<file path="src/rtl/uart_pkg.sv">
// Shared types and defaults for the UART receive path.
// The optional parity stage is selected by the UART_RX_PARITY_EN macro.
package uart_pkg;

    typedef enum logic [2:0] {
        IDLE,
        START,
        DATA,
        PARITY,
        STOP,
        BREAK
    } rx_state_t;

    localparam int OVERSAMPLE_DEFAULT = 16;
    localparam int DATA_BITS_DEFAULT  = 8;

    // Expected parity bit for the low nbits of data (odd=1 selects odd parity).
    function automatic logic parity_bit(input logic [7:0] data,
                                        input int unsigned nbits,
                                        input logic odd);
        logic p;
        p = odd;
        for (int i = 0; i < 8; i++) begin
            if (i < nbits) p = p ^ data[i];
        end
        return p;
    endfunction

endpackage

</file>
<file path="src/rtl/uart_rx_sync.sv">
// Multi-flop synchroniser for the asynchronous rx pin; flops reset to the idle level (1).
module uart_rx_sync #(
    parameter int SYNC_STAGES = 2
) (
    input  logic clk,
    input  logic reset_n,
    input  logic rx,
    output logic rx_s
);

    logic [SYNC_STAGES-1:0] sync_q;

    generate
        for (genvar gi = 0; gi < SYNC_STAGES; gi++) begin : g_stage
            if (gi == 0) begin : g_first
                always_ff @(posedge clk) begin
                    if (!reset_n) sync_q[gi] <= 1'b1;
                    else          sync_q[gi] <= rx;
                end
            end else begin : g_chain
                always_ff @(posedge clk) begin
                    if (!reset_n) sync_q[gi] <= 1'b1;
                    else          sync_q[gi] <= sync_q[gi-1];
                end
            end
        end
    endgenerate

    assign rx_s = sync_q[SYNC_STAGES-1];

endmodule

</file>
<file path="src/rtl/uart_rx.sv">
// Oversampling UART receiver with valid/ready output, framing and overrun flags.
// Define UART_RX_PARITY_EN to add a parity bit to the frame and enable rx_parity_err.
module uart_rx
    import uart_pkg::*;
#(
    parameter int DATA_BITS   = DATA_BITS_DEFAULT,
    parameter int OVERSAMPLE  = OVERSAMPLE_DEFAULT,
    parameter int SYNC_STAGES = 2,
    parameter bit PARITY_ODD  = 1'b0
) (
    input  logic                 clk,
    input  logic                 reset_n,
    input  logic                 tick,
    input  logic                 rx,
    output logic [DATA_BITS-1:0] rx_data,
    output logic                 rx_valid,
    input  logic                 rx_ready,
    output logic                 rx_frame_err,
    output logic                 rx_parity_err,
    output logic                 rx_overrun
);

    localparam int CNT_W = $clog2(OVERSAMPLE);
    localparam int BIT_W = $clog2(DATA_BITS);
    localparam logic [CNT_W-1:0] LAST_CNT = CNT_W'(OVERSAMPLE - 1);
    localparam logic [CNT_W-1:0] HALF_CNT = CNT_W'(OVERSAMPLE / 2 - 1);
    localparam logic [BIT_W-1:0] LAST_BIT = BIT_W'(DATA_BITS - 1);

    logic rx_s;

    uart_rx_sync #(
        .SYNC_STAGES(SYNC_STAGES)
    ) u_sync (
        .clk    (clk),
        .reset_n(reset_n),
        .rx     (rx),
        .rx_s   (rx_s)
    );

    rx_state_t            state_q, state_d;
    logic [CNT_W-1:0]     cnt_q, cnt_d;
    logic [BIT_W-1:0]     bit_q, bit_d;
    logic [DATA_BITS-1:0] shift_q, shift_d;
    logic                 par_bad_q, par_bad_d;
    logic                 commit;
    logic                 commit_ferr;

    logic [DATA_BITS-1:0] data_q, data_d;
    logic                 valid_q, valid_d;
    logic                 ferr_q, ferr_d;
    logic                 perr_q, perr_d;
    logic                 overrun_q, overrun_d;

    always_ff @(posedge clk) begin
        if (!reset_n) begin
            state_q   <= IDLE;
            cnt_q     <= '0;
            bit_q     <= '0;
            shift_q   <= '0;
            par_bad_q <= 1'b0;
            data_q    <= '0;
            valid_q   <= 1'b0;
            ferr_q    <= 1'b0;
            perr_q    <= 1'b0;
            overrun_q <= 1'b0;
        end else begin
            state_q   <= state_d;
            cnt_q     <= cnt_d;
            bit_q     <= bit_d;
            shift_q   <= shift_d;
            par_bad_q <= par_bad_d;
            data_q    <= data_d;
            valid_q   <= valid_d;
            ferr_q    <= ferr_d;
            perr_q    <= perr_d;
            overrun_q <= overrun_d;
        end
    end

    // Frame FSM: advances only on oversample ticks.
    always_comb begin
        state_d     = state_q;
        cnt_d       = cnt_q;
        bit_d       = bit_q;
        shift_d     = shift_q;
        par_bad_d   = par_bad_q;
        commit      = 1'b0;
        commit_ferr = 1'b0;
        if (tick) begin
            case (state_q)
                IDLE: begin
                    if (!rx_s) begin
                        state_d = START;
                        cnt_d   = '0;
                    end
                end
                START: begin
                    if (cnt_q == HALF_CNT) begin
                        cnt_d = '0;
                        if (!rx_s) begin
                            state_d = DATA;
                            bit_d   = '0;
                        end else begin
                            state_d = IDLE;
                        end
                    end else begin
                        cnt_d = cnt_q + 1'b1;
                    end
                end
                DATA: begin
                    if (cnt_q == LAST_CNT) begin
                        shift_d = {rx_s, shift_q[DATA_BITS-1:1]};
                        cnt_d   = '0;
                        bit_d   = bit_q + 1'b1;
                        if (bit_q == LAST_BIT) begin
`ifdef UART_RX_PARITY_EN
                            state_d = PARITY;
`else
                            state_d = STOP;
`endif
                        end
                    end else begin
                        cnt_d = cnt_q + 1'b1;
                    end
                end
`ifdef UART_RX_PARITY_EN
                PARITY: begin
                    if (cnt_q == LAST_CNT) begin
                        par_bad_d = (rx_s != parity_bit(8'(shift_q), DATA_BITS, PARITY_ODD));
                        cnt_d     = '0;
                        state_d   = STOP;
                    end else begin
                        cnt_d = cnt_q + 1'b1;
                    end
                end
`endif
                STOP: begin
                    if (cnt_q == LAST_CNT) begin
                        commit      = 1'b1;
                        commit_ferr = !rx_s;
                        cnt_d       = '0;
                        state_d     = rx_s ? IDLE : BREAK;
                    end else begin
                        cnt_d = cnt_q + 1'b1;
                    end
                end
                BREAK: begin
                    if (rx_s) state_d = IDLE;
                end
                default: state_d = IDLE;
            endcase
        end
    end

    // Output handshake runs every clock; a commit into a full, unaccepted slot is dropped.
    always_comb begin
        data_d    = data_q;
        valid_d   = valid_q;
        ferr_d    = ferr_q;
        perr_d    = perr_q;
        overrun_d = 1'b0;
        if (commit) begin
            if (!valid_q || rx_ready) begin
                data_d  = shift_q;
                valid_d = 1'b1;
                ferr_d  = commit_ferr;
`ifdef UART_RX_PARITY_EN
                perr_d  = par_bad_q;
`else
                perr_d  = 1'b0;
`endif
            end else begin
                overrun_d = 1'b1;
            end
        end else if (valid_q && rx_ready) begin
            valid_d = 1'b0;
            ferr_d  = 1'b0;
            perr_d  = 1'b0;
        end
    end

    assign rx_data       = data_q;
    assign rx_valid      = valid_q;
    assign rx_frame_err  = ferr_q;
    assign rx_parity_err = perr_q;
    assign rx_overrun    = overrun_q;

endmodule

</file>
<file path="config.mk">
export PLATFORM = sky130hd
export DESIGN_NAME = uart_rx
export DESIGN_NICKNAME = d
export VERILOG_FILES = /design/src/rtl/uart_pkg.sv /design/src/rtl/uart_rx_sync.sv /design/src/rtl/uart_rx.sv
export SDC_FILE = /design/constraint.sdc
export NUM_CORES = 1
export LEC_CHECK = 0
export BUFFER_PORTS_ARGS = -buffer_cell sky130_fd_sc_hd__buf_2
export CORE_UTILIZATION = 49
export CTS_BUF_LIST = sky130_fd_sc_hd__clkbuf_8
export DETAILED_ROUTE_END_ITERATION = 7
export PLACE_DENSITY = 0.72
export SKIP_LAST_GASP = 1
export SYNTH_ARGS = -nofsm -noshare
export SYNTH_HDL_FRONTEND = slang
export SYNTH_HIERARCHICAL = 1
export SYNTH_SLANG_ARGS = --single-unit
</file>
<file path="constraint.sdc">
create_clock -name clk -period 2 [get_ports clk]
set_input_delay 0.1 -clock clk [delete_from_list [all_inputs] [get_ports clk]]
set_output_delay 0.1 -clock clk [all_outputs]
set_load 0.01 [all_outputs]
</file>
# ---- After elaboration in Yosys (flattened, before gate mapping)
# Cells that the tools add are included.
dict set report totals {
  elab_cells 75
  in_bits 5
  reg_bits 32
  out_inout_bits 12
}
dict set report op_classes {
  n_addsub 2
  n_mux 31
  n_reduce_logical 16
  eq_ne 15
}
# op count
set op_table {}
lappend op_table {{$mux 3} 10}
lappend op_table {{$pmux 3 s5} 1}
lappend op_table {{$mux 1} 14}
lappend op_table {{$mux 4} 3}
lappend op_table {{$ne 2x2->1 const B} 6}
lappend op_table {{$pmux 4 s3} 1}
lappend op_table {{$eq 3x3->1 const B} 3}
lappend op_table {{$reduce_and 7->1} 1}
lappend op_table {{$pmux 3 s2} 1}
lappend op_table {{$reduce_and 2->1} 3}
lappend op_table {{$reduce_and 3->1} 2}
lappend op_table {{$reduce_and 5->1} 1}
lappend op_table {{$add 4x1->4 const B} 1}
lappend op_table {{$eq 4x3->1 const B} 1}
lappend op_table {{$eq 4x4->1 const B} 1}
lappend op_table {{$ne 2x1->1 const B} 2}
lappend op_table {{$reduce_bool 2->1} 2}
lappend op_table {{$add 3x1->3 const B} 1}
lappend op_table {{$eq 3x1->1 const B} 1}
lappend op_table {{$eq 3x2->1 const B} 1}
lappend op_table {{$logic_not 3->1} 1}
lappend op_table {{$reduce_bool 3->1} 1}
lappend op_table {{$logic_not 1->1} 2}
lappend op_table {{$mux 2} 1}
lappend op_table {{other kinds (3)} 3}

# ---- Depth between registers and ports, before layout
dict set report depth {
  depth_word 6
  mapped_depth 6
}

# ---- By module
# Netlist, hierarchy kept.
# mod instances seq_area_each_um2 area_per_inst_um2 cells_each
set by_module_without_submodules {}
lappend by_module_without_submodules {uart_rx 1 580.6 1412.6 141}
lappend by_module_without_submodules {uart_rx_sync 1 40.0 52.6 4}

# ---- Worst setup path after synthesis
# Ideal clock, no wire load.
dict set report synth_timing {
  kind {reg2reg}
  start {register cnt_q[0]}
  end {register data_q[0], in the netlist rx_data[0]}
  setup_slack_ns 0.501
  stages_incl_launch_ff 7
  n_path_buf 1
  period_less_slack_ns 1.499
  setup_ns 0.116
  arrival_time_ns 1.383
  cell_sequence {dfxtp_1 -> ha_1 -> nand4_2 -> nor4b_2 -> buf_6 -> mux2i_1 -> nor2b_1}
}
dict set report synth_between {
  elab_chain_cells 5
}
# item line
set synth_lines {}
lappend synth_lines {{from (decl)} uart_rx.sv:41} ;# logic [CNT_W-1:0] cnt_q, cnt_d;
lappend synth_lines {{from (signal assigned)} uart_rx.sv:68} ;# cnt_q <= cnt_d;
lappend synth_lines {{$eq 4x4->1} uart_rx.sv:138} ;# if (cnt_q == LAST_CNT) begin
lappend synth_lines {{$mux 1} uart_rx.sv:138}
lappend synth_lines {{$mux 1} uart_rx.sv:90} ;# case (state_q)
lappend synth_lines {{$mux 1} uart_rx.sv:89} ;# if (tick) begin
lappend synth_lines {{$reduce_and 2->1 (no line)} --}
lappend synth_lines {{to (signal assigned)} uart_rx.sv:72} ;# data_q <= data_d;
lappend synth_lines {{to (decl)} uart_rx.sv:48} ;# logic [DATA_BITS-1:0] data_q, data_d;
# Every way passes these cells.
# A chain may end at the register's enable or synchronous reset.

# ---- Worst setup path after layout
dict set report layout_timing {
  start {register cnt_q[0]}
  end {register data_q[2], in the netlist rx_data[2]}
}
# The elaborated chain is that of the path after synthesis.

==> flow_results.org <==
** Floorplanning
- Standard cell core area :: 2805 sq um
- During I/O placement, the number of pins put on the boundary was 17.
- Area of the die :: 3213 sq um
- In this run the vertical extent of the chip is 56.68 microns.
- The die is 56.68 microns wide.
- Initial Util :: 0.5223
- Row generation in the floorplan step produced 19 rows.

** Logic synthesis
- Yosys printed 6 warnings.
- After synthesis the cells add up to 1465 sq um.
- Area fraction of the dominant cell type after synthesis :: 0.4236
- Summed over all instances, the cell type with the most area after synthesis is dfxtp_1.
- After synthesis the netlist holds a flip-flop and latch count of 31.
- Mapped Nets :: 153
- Number of distinct standard cells referenced by the synthesized netlist :: 40
- Top post-synthesis cells by area :: dfxtp_1, mux2i_1, nor2b_1, ha_1, nand2_1
- Synthesis produced a netlist whose cell count is 145.
- Share of the yosys chip area belonging to registers :: 0.4236
- Average instance area after synthesis :: 10.10 sq um

** Worst setup path
- The largest individual stage delay along the critical path comes from the cell dfxtp_1.
- Of all nets on the critical path, the largest fanout is 9.
- Together, buffers and inverters on the worst path number 1.
- Element type at the critical path end :: flop
- At the worst endpoint, the arrival time is 1.83 ns.
- Worst path max stage delay :: 0.37 ns
- The signal on the critical path passes through ha_1 > nand4_2 > nor4b_2 > buf_4 > mux2i_1 > nor2b_1.
- STA puts the critical path data required time at 2.17 ns.
- Critical path class :: reg2reg
- Delay-heaviest family, CP :: simple AND/OR/NAND/NOR gates
- R2R setup slack :: 0.34 ns
- Startpoint kind of the worst setup timing path :: flop

** Global routing
- The first global-routing pass estimated 4.181 mm of wire.
- The number of antenna violations at the first check in global routing came to 0.
- Pin count of the biggest net entering global routing :: 35
- For this run the aggregate overflow at the end of global routing stands at 0.
- All-Layer GR Usage :: 0.1717
- Vias in the first global route :: 961

** Clocking
- Clock-pin slew was measured on the worst setup and hold paths at 0.07 ns.
- The tree is rooted in a clkbuf_8.
- In this run, post-CTS repair resized a total of 0 instances.
- Clock tree synthesis inserted a total of 5 buffers.
- No sink is reached through more buffers than the 2 on the longest clock path.
- CTS saw 31 sinks.
- TritonCTS built the clock tree.
- H-tree Lvls :: 2
- The clock reaches the later pin of the worst-skew pair after 0.28 ns.

** Layout
- For this run, the post-layout net count is 168.
- Compared with the post-synthesis result, the final layout area differs by 12.90%.
- Most frequent cells in the layout :: dfxtp_1, mux2i_1, nor2b_1
- Fillers :: 244
- Of the cells placed in the final design, the portion with a size suffix greater than 1 is 0.1988.
- Antenna diodes :: 0
- Commonest non-fill, non-tap cell in the layout :: dfxtp_1

** Drt
- Vias per Instance :: 5.500
- Number of DRC violations after detailed routing :: 4
- The routed design has 2.451 mm of wire.
- Average detailed-routed wire length per instance :: 12.77 microns
- Via count of the routed design :: 1056
- Routed Antenna Nets :: 0
- For this block, the initial DRC count from the detailed router was 44.
- Count of TritonRoute iterations in the first routing pass :: 6

** Placement
- Routability-driven placement finished with a final weighted congestion of 0.7330.
- OpenSTA, run right after detailed placement, puts the worst setup slack at 0.3358 ns.
- After legalization and detailed placement, the total HPWL measured 1.692 mm.
- During placement, the flow inserted port buffers numbering 15.

** Pwr
- PD cells :: 775.2 nW/um^2
- Leak Pwr :: 0.6445 nW
- Worst IR Drop VDD :: 0.5763 mV

** Run status
- The flow ran to the end, but the final reports show violations.
- Violated checks :: design-rule violations

** STA
- Highest attainable clock frequency :: 0.6038 GHz
- Post-route worst setup slack :: 0.3439 ns
- For the finished layout, the period the worst path requires is 1.656 ns.
- The count of final hold-check violations is 0.
- Between clock sinks in the finished design, the worst skew comes to 0.007321 ns.
- Setup repair after global routing left no endpoint under its margin.
- Final setup viols :: 0
- In the final timing run, aggregate negative setup slack is 0 ns.
- Of the available clock period, the critical path in the final layout requires 0.8281.
- Pins over their slew limit :: 0

** Run
- Max-cap violation count :: 0

** Worst hold path
- The worst hold path belongs to the class in2reg.
cell type report:
cell class,instances,area [sq um],share of cell area
Clock buffer,5,68.82,0.04160
Clock inverter,3,43.79,0.02647
Inverter,3,11.26,0.006808
Multi-Input combinational cell,101,770.7,0.4660
Sequential cell,31,620.6,0.3752
Tap cell,31,38.79,0.02345
Timing Repair Buffer,18,100.1,0.06051
final timing paths:
kind,endpoint,from,cells past startpoint
worst min register to register,u_sync/rx_s,u_sync/sync_q[0],1
worst min-delay path,u_sync/sync_q[0],reset_n,2
worst max-delay path,rx_data[2],cnt_q[0],6
worst max register to register,rx_data[2],cnt_q[0],6
repair_timing:
action	4_1_cts	5_1_grt
hold endpoints to repair	1	0
setup buffers	0	0
hold buffers	1	0
cell families after synthesis:
logic type,share of synthesized area
simple gates,0.2519
flops,0.4236
mux,0.1512
compound gates,0.08283
buf+inv,0.05038
fa+ha+maj,0.02562
xor+xnor,0.01196
other cells,0.002559
through the flow:
step / power (mW) / util / hold WS (ns) / cell area [sq um] / cells
5_1_grt: 1.334 / 0.5897 / 0.2669 / 1654 / 192
6_report: 1.282 / 0.5897 / 0.2421 / 1654 / 192
3_5_place_dp: 0.6902 / 0.5459 / 0.2914 / 1531 / 183
3_3_place_gp: 0.6892 / 0.5459 / 0.2837 / 1531 / 183
4_1_cts: 1.301 / 0.5897 / 0.2406 / 1654 / 192
2_1_floorplan: 0.6797 / - / 0.1730 / 1465 / 145
per-layer routing:
metal  GRT usage  vias up  part of all wire  routed length [microns]
met5           0        -                 0                        0
met4     0.05357        0            0.0053                       13
met3     0.07604        2             0.044                      107
met2      0.2602       21              0.46                     1116
met1      0.2178      497              0.50                     1214
li1            -      536                 -                        -
sequential cells by signal (all words and copies together) (netlist names):
register,count
state_q,3
rx_frame_err,1
shift_q,8
bit_q,3
cnt_q,4
u_sync/sync_q,1
rx_data,8
rx_overrun,1
u_sync/rx_s,1
rx_valid,1
Yosys cell counts (all sizes together):
master	count
a2111o	1
a21boi	1
a22oi	3
a31oi	2
and2	3
and2b	1
and3	1
and3b	1
and4b	1
buf	7
clkbuf	3
conb	1
dfxtp	31
ha	3
inv	3
mux2	1
mux2i	21
nand2	10
nand2b	2
nand3	3
nand3b	2
nand4	2
nand4b	1
nor2	2
nor2b	19
nor3	1
nor3b	1
nor4	3
nor4b	2
o21a	4
o21ai	3
o2bb2ai	2
or3	1
or4b	1
xor2	2
power breakdown:
group,switching (mW),internal [mW]
clock,0.234,0.370
sequential,0.00742,0.621
combinational,0.0260,0.0236
worst reg2reg max path: stages, from the launching register on:
cell and delay (ns):
dfxtp_1 0.37, ha_1 0.25, nand4_2 0.14, nor4b_2 0.27, buf_4 0.24, mux2i_1 0.21, nor2b_1 0.06
No activity file was read; power rests on OpenSTA's default activity.
